File: config.mk
export PLATFORM = sky130hd
export DESIGN_NAME = mips_main_control_flat
export DESIGN_NICKNAME = d
export VERILOG_FILES = /design/src/rtl/control_pkg.sv /design/src/rtl/mips_main_control_if.sv /design/src/rtl/control_decode.sv /design/src/rtl/mips_main_control.sv /design/src/flat_wrapper.sv
export SDC_FILE = /design/constraint.sdc
export NUM_CORES = 1
export LEC_CHECK = 0
export CORE_AREA = 2 2 39 41
export DETAILED_ROUTE_END_ITERATION = 10
export DIE_AREA = 0 0 41 43
export PLACE_DENSITY_LB_ADDON = 0.3
export SLEW_MARGIN = 15
export SYNTH_ARGS = -nofsm -noshare
export SYNTH_HDL_FRONTEND = slang
export SYNTH_SLANG_ARGS = --single-unit
File: constraint.sdc
create_clock -name clk -period 0.8 [get_ports clk]
set_clock_uncertainty 0.1 [all_clocks]
set_input_delay 0.08 -clock clk [delete_from_list [all_inputs] [get_ports clk]]
set_output_delay 0.08 -clock clk [all_outputs]
set_load 0.1 [all_outputs]
File: src/rtl/control_pkg.sv
// Shared constants and types for the MIPS main control unit.
// Optional feature macro: CONTROL_ILLEGAL_OP_EN (adds the illegal_op flag).
package control_pkg;

  // Primary opcode encodings (instruction bits 31:26)
  localparam logic [5:0] OP_RTYPE = 6'b000000;
  localparam logic [5:0] OP_LW    = 6'b100011;
  localparam logic [5:0] OP_SW    = 6'b101011;
  localparam logic [5:0] OP_BEQ   = 6'b000100;
  localparam logic [5:0] OP_ADDIU = 6'b001001;
  localparam logic [5:0] OP_J     = 6'b000010;

  // ALU operation classes handed to the ALU control stage
  localparam logic [1:0] ALUOP_ADD   = 2'b00;
  localparam logic [1:0] ALUOP_SUB   = 2'b01;
  localparam logic [1:0] ALUOP_FUNCT = 2'b10;

  // All datapath steering bits produced for one instruction
  typedef struct packed {
    logic       regDst;
    logic       aluSrc;
    logic       memtoReg;
    logic       regWrite;
    logic       memRead;
    logic       memWrite;
    logic       branch;
    logic       jump;
    logic [1:0] aluOp;
`ifdef CONTROL_ILLEGAL_OP_EN
    logic       illegalOp;
`endif
  } ctrl_t;

endpackage

File: src/rtl/mips_main_control_if.sv
// Opcode-in / control-out bundle between decode stage and datapath muxes.
// Optional feature macro: CONTROL_ILLEGAL_OP_EN (adds illegal_op).
interface mips_main_control_if;

  logic [5:0] c;
  logic       RegDst;
  logic       Branch;
  logic       MemRead;
  logic       MemtoReg;
  logic [1:0] Alu_op;
  logic       MemWrite;
  logic       AluSrc;
  logic       RegWrite;
  logic       J;
`ifdef CONTROL_ILLEGAL_OP_EN
  logic       illegal_op;
`endif

  // Instruction side: supplies the opcode, observes the control word
  modport master (
    output c,
    input  RegDst, Branch, MemRead, MemtoReg, Alu_op,
    input  MemWrite, AluSrc, RegWrite, J
`ifdef CONTROL_ILLEGAL_OP_EN
    , input illegal_op
`endif
  );

  // Control unit side: consumes the opcode, drives the control word
  modport slave (
    input  c,
    output RegDst, Branch, MemRead, MemtoReg, Alu_op,
    output MemWrite, AluSrc, RegWrite, J
`ifdef CONTROL_ILLEGAL_OP_EN
    , output illegal_op
`endif
  );

endinterface

File: src/rtl/control_decode.sv
// Purely combinational opcode -> control word decoder.
// Optional feature macro: CONTROL_ILLEGAL_OP_EN (flags undecoded opcodes).
module control_decode
  import control_pkg::*;
(
  input  logic [5:0] opcode_i,
  output ctrl_t      ctrl_o
);

  // Start from an all-zero (NOP) word so undecoded or unknown opcodes never write
  always_comb begin
    ctrl_o = '0;
    case (opcode_i)
      OP_RTYPE: begin
        ctrl_o.regDst   = 1'b1;
        ctrl_o.regWrite = 1'b1;
        ctrl_o.aluOp    = ALUOP_FUNCT;
      end
      OP_LW: begin
        ctrl_o.aluSrc   = 1'b1;
        ctrl_o.memtoReg = 1'b1;
        ctrl_o.regWrite = 1'b1;
        ctrl_o.memRead  = 1'b1;
        ctrl_o.aluOp    = ALUOP_ADD;
      end
      OP_SW: begin
        ctrl_o.aluSrc   = 1'b1;
        ctrl_o.memWrite = 1'b1;
        ctrl_o.aluOp    = ALUOP_ADD;
      end
      OP_BEQ: begin
        ctrl_o.branch   = 1'b1;
        ctrl_o.aluOp    = ALUOP_SUB;
      end
      OP_ADDIU: begin
        ctrl_o.aluSrc   = 1'b1;
        ctrl_o.regWrite = 1'b1;
        ctrl_o.aluOp    = ALUOP_ADD;
      end
      OP_J: begin
        ctrl_o.jump     = 1'b1;
      end
      default: begin
`ifdef CONTROL_ILLEGAL_OP_EN
        ctrl_o.illegalOp = 1'b1;
`endif
      end
    endcase
  end

endmodule

File: src/rtl/mips_main_control.sv
// MIPS main control unit: decodes the opcode and registers the control word.
// Optional feature macro: CONTROL_ILLEGAL_OP_EN (adds registered illegal_op).
module mips_main_control
  import control_pkg::*;
(
  input  logic                clk,
  input  logic                rst,
  mips_main_control_if.slave  bus
);

  ctrl_t ctrl_d;
  ctrl_t ctrl_q;

  control_decode u_decode (
    .opcode_i (bus.c),
    .ctrl_o   (ctrl_d)
  );

  // Capture the decoded word each edge; reset clears it to the NOP pattern
  always_ff @(posedge clk or posedge rst) begin
    if (rst) begin
      ctrl_q <= '0;
    end else begin
      ctrl_q <= ctrl_d;
    end
  end

  assign bus.RegDst   = ctrl_q.regDst;
  assign bus.AluSrc   = ctrl_q.aluSrc;
  assign bus.MemtoReg = ctrl_q.memtoReg;
  assign bus.RegWrite = ctrl_q.regWrite;
  assign bus.MemRead  = ctrl_q.memRead;
  assign bus.MemWrite = ctrl_q.memWrite;
  assign bus.Branch   = ctrl_q.branch;
  assign bus.J        = ctrl_q.jump;
  assign bus.Alu_op   = ctrl_q.aluOp;
`ifdef CONTROL_ILLEGAL_OP_EN
  assign bus.illegal_op = ctrl_q.illegalOp;
`endif

endmodule

File: src/flat_wrapper.sv
// flat-port wrapper written by rule: the top's interface ports become plain ports
module mips_main_control_flat import control_pkg::*;
  (clk, rst, bus_c, bus_RegDst, bus_Branch, bus_MemRead, bus_MemtoReg, bus_Alu_op, bus_MemWrite, bus_AluSrc, bus_RegWrite, bus_J);
  mips_main_control_if bus_i ();
  input  logic clk;
  input  logic rst;
  input wire logic [$bits(bus_i.c)-1:0] bus_c;
  output wire logic [$bits(bus_i.RegDst)-1:0] bus_RegDst;
  output wire logic [$bits(bus_i.Branch)-1:0] bus_Branch;
  output wire logic [$bits(bus_i.MemRead)-1:0] bus_MemRead;
  output wire logic [$bits(bus_i.MemtoReg)-1:0] bus_MemtoReg;
  output wire logic [$bits(bus_i.Alu_op)-1:0] bus_Alu_op;
  output wire logic [$bits(bus_i.MemWrite)-1:0] bus_MemWrite;
  output wire logic [$bits(bus_i.AluSrc)-1:0] bus_AluSrc;
  output wire logic [$bits(bus_i.RegWrite)-1:0] bus_RegWrite;
  output wire logic [$bits(bus_i.J)-1:0] bus_J;
  assign bus_i.c = bus_c;
  assign bus_RegDst = bus_i.RegDst;
  assign bus_Branch = bus_i.Branch;
  assign bus_MemRead = bus_i.MemRead;
  assign bus_MemtoReg = bus_i.MemtoReg;
  assign bus_Alu_op = bus_i.Alu_op;
  assign bus_MemWrite = bus_i.MemWrite;
  assign bus_AluSrc = bus_i.AluSrc;
  assign bus_RegWrite = bus_i.RegWrite;
  assign bus_J = bus_i.J;
  mips_main_control u_core (.clk(clk), .rst(rst), .bus(bus_i));
endmodule
==> results summary <==
The flow ran to the end, but the final reports show violations. The checks that failed: hold timing, setup timing. After the first detailed-routing iteration, the DRC count stood at 2. The total congestion overflow after global routing is 0. Data on the critical path arrives at its endpoint at 0.92 ns. Wires add up to 763 um. The critical path buffer and inverter count is 1. Compared with the post-synthesis result, the final layout area differs by 132.5%. The leakage power figure is 0.3287 nW. The count of nets left with antenna violations once routing finished came out at 0. The net count after synthesis is 36. Detailed routing inserted a total of 323 vias. The final setup violation count is 13. The number of detailed-route iterations in the first pass is 4. The synthesized-area fraction occupied by ao, oa, aoi and oai cells is 6.273%.

The total routing usage reported by global routing is 10.45%. For this run, the post-layout net count is 66. The critical path is of the reg2out type. After layout, the worst path uses 137.3% of the clock period. The synthesized-area fraction occupied by adder cells came out at 0%.

The cell count of the worst hold path is 2. The simple logic cell fraction of the synthesized area is 25.46%. The TritonCTS clock tree is yes. Among all stages on the critical path, the largest delay is contributed by dfrtp_4. The number of I/O pins came out at 18.

The largest fanout of any net on the critical path is 2. Adding up every negative setup slack in the final design gives -2.878 ns. The kind of cell adding the most delay to the critical path is flip-flops.

The number of clock buffers inserted by TritonCTS is 3. The placeable core region came out at 1384 um2. The share of final-layout standard cells stronger than drive strength 1 came out at 82.14%. The tree built by TritonCTS fans out to 8 sinks. The number of global-route vias before repair is 286. By area, the combinational part of the netlist is dominated by simple AND/OR/NAND/NOR gates. The path class of the tightest hold or removal check is in2reg.

The root buffer cell chosen for the clock tree is clkbuf_4. The largest stage delay on the critical path came out at 0.50 ns. After synthesis, flip-flops and latches occupy 59.04% of the total area. The worst-case clock buffer depth came out at 2. The area share of the largest cell type after synthesis came out at 59.04%. The die span in y came out at 43 um. The required time of the critical path is 0.62 ns. The worst relative slew slack is 81.62%.

Once placement finished, the instance area stood at 711.9 um2. Setup repair after global routing could not meet its margin everywhere. The multi-input gate area in the final layout is 168.9 um2. The minimum clock period after layout is 1.099 ns. The number of fill cells in the layout is 118. The wire length per cell came out at 10.60 um. The initial standard-cell utilization of the core came out at 24.50%.

The pin count of the biggest net entering global routing came out at 9. By area the synthesized netlist is led by dfrtp_1, a2111oi_2, buf_4. The post-synthesis mux area share came out at 0%.

The worst hold margin came out at -0.04613 ns. The hold-critical path endpoint is u_core.bus.MemWrite$_DFF_PP0_. The die is 41 um wide. The share of the core filled with cells came out at 56.96%.

The die covers 1763 um2. The top achievable clock speed is 910.3 MHz. The dominant cell type by area after synthesis is dfrtp_1. The final cell area excluding filler cells came out at 788.3 um2. The number of endpoints with negative hold slack in the final report came out at 9. The yosys synthesis warning count came out at 0. The final count of pins violating max slew is 0. The number of placement rows is 14. The clock transition at the register clock pins on the worst setup and hold paths after CTS came out at 0.05 ns.

The synthesized area came out at 339.1 um2. Port buffering added 17 buffers. The final non-filler cell total came out at 72. Max-cap violations in this run came to 0.

Yosys mapped the design onto 15 distinct sky130hd cell types. After layout, the worst setup slack is -0.2985 ns. Power spread over the standard cell area amounts to 1180 nW/um2. The register area came out at 230.2 um2. The gate count after technology mapping came out at 28.

STA classifies the critical path endpoint as a primary output. Walking the worst path, the cells encountered are buf_12. The origin of the worst setup path is u_core.bus.MemtoReg$_DFF_PP0_.

The wire length of the first global-routing pass came out at 1.117 mm. The number of synthesized register bits came out at 8. The number of antenna cells inserted is 0. IR analysis of the VDD net gives a maximum drop of 506.4 uV. The DRC violations left is 0. Detailed placement finished with a half-perimeter wire length of 579.1 um. The transition time at the pin with the least slew margin is 0.2753 ns.

The synthesized area divided by synthesized cell count is 12.11 um2. The setup slack at placement is -0.7166 ns. The start point of the worst hold path is bus_c[2]. The via count normalized by instance count is 4.486. STA classifies the critical path startpoint as a register. The number of antenna violations at the first check in global routing is 0.

The H-tree depth is 1. The final weighted congestion in routability-driven placement is 0.7386. The xor/xnor share of the synthesized area is 2.583%. Once placement completed, the tool counted placed cells totaling 67.
## cells by family (layout without fill, tap and decap cells)
group / count (synthesis) / count (layout)
and+or+nand+nor: 13 / 13
DFF: 8 / 8
buffers and inverters: 4 / 32
AOI/OAI and AO/OA: 2 / 2
xor gates and xnor gates: 1 / 1
## cell usage in the layout (no fill, tap or decap)
cell	instances
or3b_4	1
xor2_1	1
clkdlybuf4s50_1	1
nor3b_2	2
nand2_1	1
nor4bb_4	1
buf_8	2
dfrtp_4	8
or4_4	2
buf_12	10
o22ai_2	1
inv_1	2
or2_4	1
buf_6	1
buf_4	9
clkbuf_2	1
buf_2	3
a2111oi_4	1
nand4b_1	1
clkbuf_4	3
nor2_1	4
## registers in the layout, indices dropped and copies added (netlist names)
name,flops
u_core.bus.AluSrc,1
u_core.bus.Alu_op,1
u_core.bus.Branch,1
u_core.bus.J,1
u_core.bus.MemWrite,1
u_core.bus.MemtoReg,1
u_core.bus.RegDst,1
u_core.bus.RegWrite,1
## cell type report
class / instances / area share [%]
inverters: 2 / 0.9524
repair buffers: 27 / 43.02
clock buffers: 3 / 2.857
well taps: 16 / 2.540
multi-input cells: 16 / 21.43
flip-flops and latches: 8 / 29.21
## power breakdown
part	switching [W]	total [W]	internal, W
Combinational	0.000113	0.000224	0.000110
Clock	0.000117	0.000287	0.000170
Sequential	0.00000513	0.000419	0.000414
## routing by layer
metal	track usage [%]	up-vias	wire, um
li1	-	154	-
met1	8.970	153	244
met2	16.25	16	472
met3	3.141	0	46
met4	12.00	0	0
met5	0	-	0
## per-stage QoR
stage	power, W	hold WS [ns]
global route	0.0009832	-0.04451
detailed placement	0.0006237	0.2355
finish	0.0009302	-0.04613
CTS	0.0009136	-0.05834
floorplan	0.0005114	-0.2042
global placement	0.0006212	0.2437
## synth_stat cells
library cell / n
nand2_1: 1
nor4bb_1: 1
nor2_1: 4
o22ai_1: 1
nand4b_1: 1
or4_4: 1
buf_4: 2
xor2_1: 1
a2111oi_2: 1
or2_2: 1
nor3b_1: 2
or4_1: 1
inv_1: 2
or3b_1: 1
dfrtp_1: 8
## worst max path at each step
stage	end	slack [ns]	cells past startpoint
3_3_place_gp	u_core.bus.Branch$_DFF_PP0_	-0.68	3
4_1_cts	bus_MemRead	-0.31	1
3_5_place_dp	u_core.bus.Branch$_DFF_PP0_	-0.72	3
6_report	bus_MemRead	-0.30	1
5_1_grt	bus_MemtoReg	-0.32	1
2_1_floorplan	bus_Alu_op[0]	-0.21	1
## repair_timing
item,4_1_cts,5_1_grt
hold endpoints to repair,9,1
buffers inserted,0,2
pin swaps,6,3
setup endpoints to repair,18,14
resized for setup,28,8
Power figures use the tool's default switching activity.
